<file path="config.mk">
export PLATFORM = sky130hd
export DESIGN_NAME = mem_responder_flat
export DESIGN_NICKNAME = d
export VERILOG_FILES = /design/src/rtl/mem_if.sv /design/src/rtl/mem_responder.sv /design/src/flat_wrapper.sv
export SDC_FILE = /design/constraint.sdc
export NUM_CORES = 1
export LEC_CHECK = 0
export BUFFER_PORTS_ARGS = -buffer_cell sky130_fd_sc_hd__buf_2
export CORE_MARGIN = 2
export CORE_UTILIZATION = 55
export DETAILED_ROUTE_END_ITERATION = 8
export PLACE_DENSITY = 0.69
export SETUP_SLACK_MARGIN = 0.4
export SLEW_MARGIN = 20
export SYNTH_ARGS = -nofsm -noshare
export SYNTH_HDL_FRONTEND = slang
export SYNTH_SLANG_ARGS = --single-unit
</file>
<file path="constraint.sdc">
create_clock -name clk -period 3.2 [get_ports clk]
set_input_delay 0 -clock clk [delete_from_list [all_inputs] [get_ports clk]]
set_output_delay 0 -clock clk [all_outputs]
set_load 0.02 [all_outputs]
</file>
<file path="src/rtl/mem_if.sv">
// mem_if: sequencer-to-memory strobes, shared data bus and responder status.
interface mem_if #(
    parameter int DATA_W = 16
);
    logic [DATA_W-1:0] bus_in;
    logic [DATA_W-1:0] bus_out;
    logic              MAR_EN;
    logic              MDR_EN_write;
    logic              MDR_EN_read;
    logic              mem_EN;
    logic              mem_RW;
    logic              MDR_out;
    logic              bus_drive;
    logic              rd_valid;
    logic              mem_ack;
    logic              err;

    modport master (
        output bus_in, MAR_EN, MDR_EN_write, MDR_EN_read, mem_EN, mem_RW, MDR_out,
        input  bus_out, bus_drive, rd_valid, mem_ack, err
    );

    modport slave (
        input  bus_in, MAR_EN, MDR_EN_write, MDR_EN_read, mem_EN, mem_RW, MDR_out,
        output bus_out, bus_drive, rd_valid, mem_ack, err
    );
endinterface

</file>
<file path="src/rtl/mem_responder.sv">
// mem_responder: MAR/MDR plus synchronous RAM driven by load/store sequencer strobes.
module mem_responder #(
    parameter int DATA_W = 16,
    parameter int ADDR_W = 6
) (
    input logic clk,
    input logic rst,
    mem_if.slave m
);
    typedef enum logic [1:0] {IDLE, RD_WAIT, WR_ACK, WR_HOLD} state_t;

    state_t            state, state_n;
    logic [ADDR_W-1:0] mar;
    logic [DATA_W-1:0] mdr;
    logic [DATA_W-1:0] rd_data;
    logic [DATA_W-1:0] ram [2**ADDR_W];
    logic              err_q;
    logic              rd_en;
    logic              wr_en;
    logic              err_set;

    always_comb begin
        state_n = state;
        rd_en   = 1'b0;
        wr_en   = 1'b0;
        err_set = 1'b0;
        case (state)
            IDLE: begin
                rd_en   = m.mem_EN & m.mem_RW;
                wr_en   = m.mem_EN & ~m.mem_RW;
                state_n = !m.mem_EN ? IDLE : m.mem_RW ? RD_WAIT : WR_ACK;
            end
            RD_WAIT: begin
                rd_en   = m.mem_EN & m.mem_RW;
                err_set = m.mem_EN & ~m.mem_RW;
                state_n = (m.mem_EN & m.mem_RW) ? RD_WAIT : IDLE;
            end
            WR_ACK, WR_HOLD: state_n = m.mem_EN ? WR_HOLD : IDLE;
            default: state_n = IDLE;
        endcase
    end

    always_ff @(posedge clk) begin
        if (!rst) begin
            state   <= IDLE;
            mar     <= '0;
            mdr     <= '0;
            rd_data <= '0;
            err_q   <= 1'b0;
        end else begin
            state <= state_n;
            if (m.MAR_EN) mar <= m.bus_in[ADDR_W-1:0];
            mdr <= m.MDR_EN_write ? m.bus_in
                 : (m.MDR_EN_read && state == RD_WAIT) ? rd_data : mdr;
            if (rd_en) rd_data <= ram[mar];
            if (err_set) err_q <= 1'b1;
        end
    end

    // RAM contents survive reset; only the write strobe is suppressed by it.
    always_ff @(posedge clk) begin
        if (rst && wr_en) ram[mar] <= mdr;
    end

    assign m.bus_out   = m.MDR_out ? mdr : '0;
    assign m.bus_drive = m.MDR_out;
    assign m.rd_valid  = state == RD_WAIT;
    assign m.mem_ack   = state == WR_ACK;
    assign m.err       = err_q;
endmodule

</file>
<file path="src/flat_wrapper.sv">
// flat-port wrapper written by rule: the top's interface ports become plain ports
module mem_responder_flat 
#(
    parameter int DATA_W = 16,
    parameter int ADDR_W = 6
)
  (clk, rst, m_bus_in, m_MAR_EN, m_MDR_EN_write, m_MDR_EN_read, m_mem_EN, m_mem_RW, m_MDR_out, m_bus_out, m_bus_drive, m_rd_valid, m_mem_ack, m_err);
  mem_if #(.DATA_W(DATA_W)) m_i ();
  input logic clk;
  input logic rst;
  input wire logic [$bits(m_i.bus_in)-1:0] m_bus_in;
  input wire logic [$bits(m_i.MAR_EN)-1:0] m_MAR_EN;
  input wire logic [$bits(m_i.MDR_EN_write)-1:0] m_MDR_EN_write;
  input wire logic [$bits(m_i.MDR_EN_read)-1:0] m_MDR_EN_read;
  input wire logic [$bits(m_i.mem_EN)-1:0] m_mem_EN;
  input wire logic [$bits(m_i.mem_RW)-1:0] m_mem_RW;
  input wire logic [$bits(m_i.MDR_out)-1:0] m_MDR_out;
  output wire logic [$bits(m_i.bus_out)-1:0] m_bus_out;
  output wire logic [$bits(m_i.bus_drive)-1:0] m_bus_drive;
  output wire logic [$bits(m_i.rd_valid)-1:0] m_rd_valid;
  output wire logic [$bits(m_i.mem_ack)-1:0] m_mem_ack;
  output wire logic [$bits(m_i.err)-1:0] m_err;
  assign m_i.bus_in = m_bus_in;
  assign m_i.MAR_EN = m_MAR_EN;
  assign m_i.MDR_EN_write = m_MDR_EN_write;
  assign m_i.MDR_EN_read = m_MDR_EN_read;
  assign m_i.mem_EN = m_mem_EN;
  assign m_i.mem_RW = m_mem_RW;
  assign m_i.MDR_out = m_MDR_out;
  assign m_bus_out = m_i.bus_out;
  assign m_bus_drive = m_i.bus_drive;
  assign m_rd_valid = m_i.rd_valid;
  assign m_mem_ack = m_i.mem_ack;
  assign m_err = m_i.err;
  mem_responder #(.DATA_W(DATA_W), .ADDR_W(ADDR_W)) u_core (.clk(clk), .rst(rst), .m(m_i));
endmodule
</file>
Yosys cells after proc, flatten, opt, wreduce, memory -nomap -nowiden
Memory sizes are Yosys's and may differ from the RTL's. A register that Yosys moved wholly into a read port is not among the register bits.
Cells that the tools add are included.

operators by class
  add/subtract/negate cells = 0
  multiplexer cells = 13
  multiply operators = 0
  bitwise operators = 3
  reduce and logical (&&, ||, !) cells = 7
  eq/ne operators = 3
  shift operators = 0
  $lt $le $gt $ge = 0
  div/mod/pow operators = 0

operator list
  kind                                           number
  two-way mux 16 bit                             3
  two-way mux 1 bit                              6
  two-way mux 2 bit                              3
  case mux 2 bit (3 select lines)                1
  == test 2 bit, second input constant           2
  OR reduction 2 bit                             2
  bitwise AND 1 bit                              2
  == test 2 x 1 -> 1 bit, second input constant  1
  logical AND 1 bit                              2
  zero test 2 bit                                1
  nonzero test 2 bit                             1
  zero test 1 bit                                1
  inverter 1 bit                                 1

storage, ports and cells
  memories kept = 1
  bits in read-only memories = 0
  bits in latches = 0
  bits of input ports = 24
  RAM bits = 1024
  bits in registers = 25
  output and inout port bits = 20

memories
  name        words  width  rd ports  clocked after memory_dff  write ports  RTL line             RTL
  u_core.ram  64     16     1         1                         1            mem_responder.sv:16  logic [DATA_W-1:0] ram [2**ADDR_W];

Depth between registers and ports, before layout
  depth after elaboration = 6
  gate-level depth with buffers = 10

Worst setup path before layout
OpenSTA, ideal clock, no wires.

  path kind = register to register
  start point = register u_core.mar[2]
  end point = memory u_core.ram[20][0], enable pin
  path slack = 649 ps
  library setup time = 388 ps
  cell stages (with the launch flop) = 9
  arrival = 2162 ps
  path buffers = 5
  cells stage by stage = dfxtp_1 buf_6 buf_4 buf_6 buf_4 buf_2 and2_1 nand2_1 nor2_1

RTL lines
  item                    RTL line             RTL
  start, declared         mem_responder.sv:13  logic [ADDR_W-1:0] mar;
  start signal, assigned  mem_responder.sv:52  if (m.MAR_EN) mar <= m.bus_in[ADDR_W-1:0];
  end, declared           mem_responder.sv:16

Straight into the memory's write port.

==> summary.md <==
| Metric | Value |
|---|---|
| Status | finished clean |
| Layout area overhead | 14.75% |
| Most used DFF post-synth | edfxtp_1 |
| P_sw | 6539 uW |
| Worst Hold End | u_core.mdr[7] |
| Distinct cell type count after synthesis | 66 |
| Vias | 23878 |
| Overflow after GRT | 0 |
| First-pass GRT wire length | 166.1 mm |
| DIE HEIGHT | 278.8 um |
| Sequential share of power | 52.6% |
| Synth Area in Adders | 0% |
| Final worst path period need | 2810 ps |
| Pre-CTS WS | 272.4 ps |
| Switching Share | 22.20% |
| CTS Buffer Depth | 3 |
| Setup WS post-layout | 389.6 ps |
| Final hold vios | 0 |
| Int Pwr | 22910 uW |
| Top-area cell type share of the netlist area | 74.03% |
| Register area share after synthesis | 76.00% |
| Fin nets | 2546 |
| R2r setup slk | 390 ps |
| Clock skew | 37.54 ps |
| Setup TNS | 0 ps |
| CP startpoint kind | register |
| Max-slew headroom | 27.37% |
| Post-synth EDFFs | 1024 |
| Row count | 100 |
| Largest net degree at the start of global routing | 66 |
| GR Util All Layers | 30.01% |
| Commonest cells in the netlist | edfxtp_1 (1024), mux2i_1 (195), a221oi_1 (115), nand2_1 (91), mux4_2 (87) |
| Combinational power share | 6.0% |
| Vias in the first global route | 23039 |
| Worst Hold Depth | 5 |
| CTS buffer count | 102 |
| Synth Area in Simple Gates | 4.097% |
| Post-route ant nets | 0 |
| Layout fillers | 4998 |
| LEAKAGE | 0.01500 uW |
| H-tree depth | 3 |
| HP Start | m_bus_in[7] |
| Layout cell share with drive strength beyond 1 | 20.94% |
| HP Class | input port to register |
| #FFs+latches synth | 1065 |
| Root buf cell | clkbuf_16 |
| Drt initial violations | 3716 |
| Max-slew violations | 0 |
| Drt drc | 0 |
| Worst-Skew Late Latency | 690 ps |
| Area occupied by multi-input gates | 9054 um^2 |
| Routed WL per cell | 32.43 um |
| Reg-to-reg critical path endpoint | u_core.rd_data[6] |
| Initial core utilization | 55.70% |
| Critical Path AT | 3360 ps |
| Final setup viols | 0 |
| Ys async rst share | 0% |
| RSZ-0062 raised after global routing | false |
| CTS Sinks | 1065 |
| Top-level I/O count | 44 |
| Mux contribution to synthesized area | 10.07% |
| Fmax | 355.8 MHz |
| Syn Nets | 2316 |
| WL final | 116.0 mm |
| Die Width | 278.8 um |
| Peak VDD IR | 0.5111 mV |
| Synth top area cells | edfxtp_1 (74%), mux4_2 (4.7%), mux2i_1 (4.7%), a221oi_1 (2.4%), dfxtp_1 (2.0%) |
| Final Cycle Share | 87.82% |
| Via-to-Cell Ratio | 6.675 |
| Crit-path max FO | 18 |
| Die area | 77740 um^2 |
| CP required | 3750 ps |
| Post-DP HPWL | 71.79 mm |
| Pre-antenna DRT Iters | 6 |
| Critical Path End Type | register |
| Power density over the cells | 617.8 nW/um^2 |
| CTS clk-pin slew, worst paths | 60 ps |
| Port Buffers | 43 |
| Number of diodes | 0 |
| Mean Syn Cell Area | 18.12 um^2 |
| Largest family of logic cells by synthesized area | multiplexers |
| Register Area | 31600 um^2 |
| Slew @ Worst Pin | 1089 ps |
| Ys Warns | 0 |
| Synth Area in Compound Gates | 7.521% |
| Yosys top cell by area | edfxtp_1 |
| Initial antenna violation count | 2 |
| Critical R2R Launch | u_core.mar[1] |
| Most frequent cell after synthesis | edfxtp_1 |
| Mapped Area | 41540 um^2 |
| Worst setup path class | register to register |
| Max-cap viol count | 0 |
| Core area | 74570 um^2 |
| Worst R2R Path Depth | 7 |
| CTS tree | yes |
| Synthesized instance count | 2292 |
| GPL Wtd Cong | 0.9488 |
| Clock network fraction of design power | 41.4% |
| Xor and xnor fraction of the mapped netlist area | 0% |
==> layer usage <==
metal / up-vias / routed length, um / GRT usage (%)
li1: 9839 / - / -
met1: 12192 / 44570 / 41.93
met2: 1568 / 53910 / 46.34
met3: 279 / 12450 / 6.845
met4: 0 / 5065 / 11.97
met5: - / 0 / 0
==> area by class of cell <==
class	instances	share of cell area [%]
Inverter	4	0.03150
Clock inverter	73	1.628
Tap cell	969	2.544
Multi-Input combinational cell	1060	18.99
Clock buffer	117	5.494
Sequential cell	1065	66.31
Timing Repair Buffer	289	5.003
==> cells by family (layout without fill, tap and decap cells) <==
kind of cell | after synthesis | in the layout
flops | 1065 | 1065
simple gates | 329 | 329
compound gates | 425 | 425
buf+inv | 167 | 483
mux | 306 | 306
==> repair_timing <==
| item | in CTS | in global routing |
|---|---|---|
| setup buffers | 1 | 0 |
| hold buffers | 36 | 0 |
| hold endpoints to repair | 41 | 0 |
| resized for setup | 3 | 2 |
| setup endpoints to repair | 258 | 2 |
==> power by group through the flow <==
stage          clock (uW)  sequential, uW  combinational (uW)
2_1_floorplan           0           15700                 921
5_1_grt             12800           15500                1840
6_report            12200           15500                1780
3_3_place_gp            0           15800                1660
4_1_cts             12200           15500                1740
3_5_place_dp            0           15800                1690
==> metrics by stage <==
| step | area, um^2 | power [uW] | hold slack, ps | utilization (%) | cells |
|---|---|---|---|---|---|
| 2_1_floorplan | 41540 | 16670 | 112.6 | - | 2292 |
| 4_1_cts | 47660 | 29470 | 163.5 | 63.91 | 3577 |
| 5_1_grt | 47660 | 30100 | 200.3 | 63.92 | 3577 |
| 6_report | 47660 | 29450 | 186.9 | 63.92 | 3577 |
| 3_5_place_dp | 43880 | 17470 | 277.5 | 58.84 | 3350 |
| 3_3_place_gp | 43880 | 17440 | 269.7 | 58.84 | 3350 |
==> sequential cells by signal (all words and copies together), names as in the netlist <==
register        cells
u_core.mar          6
u_core.mdr         16
u_core.rd_data     16
u_core.state        2
u_core.m.err        1
u_core.ram       1024
==> worst max-delay path: stages, from the launching register on <==
cell	delay [ps]
dfxtp_4	400
buf_4	240
nor2b_1	780
buf_4	320
a22oi_1	80
and3_1	230
a31oi_1	430
a41oi_1	170
==> layout by cell type, fill, tap and decap left out, types with 20 or more instances in the layout <==
cell,count
and2_1,36
clkinv_1,29
a31oi_1,27
nor2_1,82
clkbuf_16,102
a21oi_1,34
mux2i_1,195
mux4_2,87
buf_2,43
nand2_1,88
o22ai_1,32
nand3_1,28
a221oi_1,115
buf_4,191
dfxtp_1,22
o21ai_0,54
edfxtp_1,1024
o22a_1,20
dlygate4sd3_1,36
a22oi_1,62
==> worst max path at each step <==
stage | from | end | slack [ps] | cells after the start
6_report | u_core.mar[1] | u_core.rd_data[6] | 390 | 7
5_1_grt | u_core.mar[0] | u_core.rd_data[12] | 440 | 6
4_1_cts | u_core.mar[0] | u_core.rd_data[12] | 470 | 6
3_5_place_dp | u_core.mar[0] | u_core.ram[51][7] | 270 | 6
3_3_place_gp | u_core.mar[0] | u_core.ram[35][15] | 320 | 6
2_1_floorplan | u_core.mar[2] | u_core.ram[20][0] | 650 | 8
(Power assumes the default switching activity.)
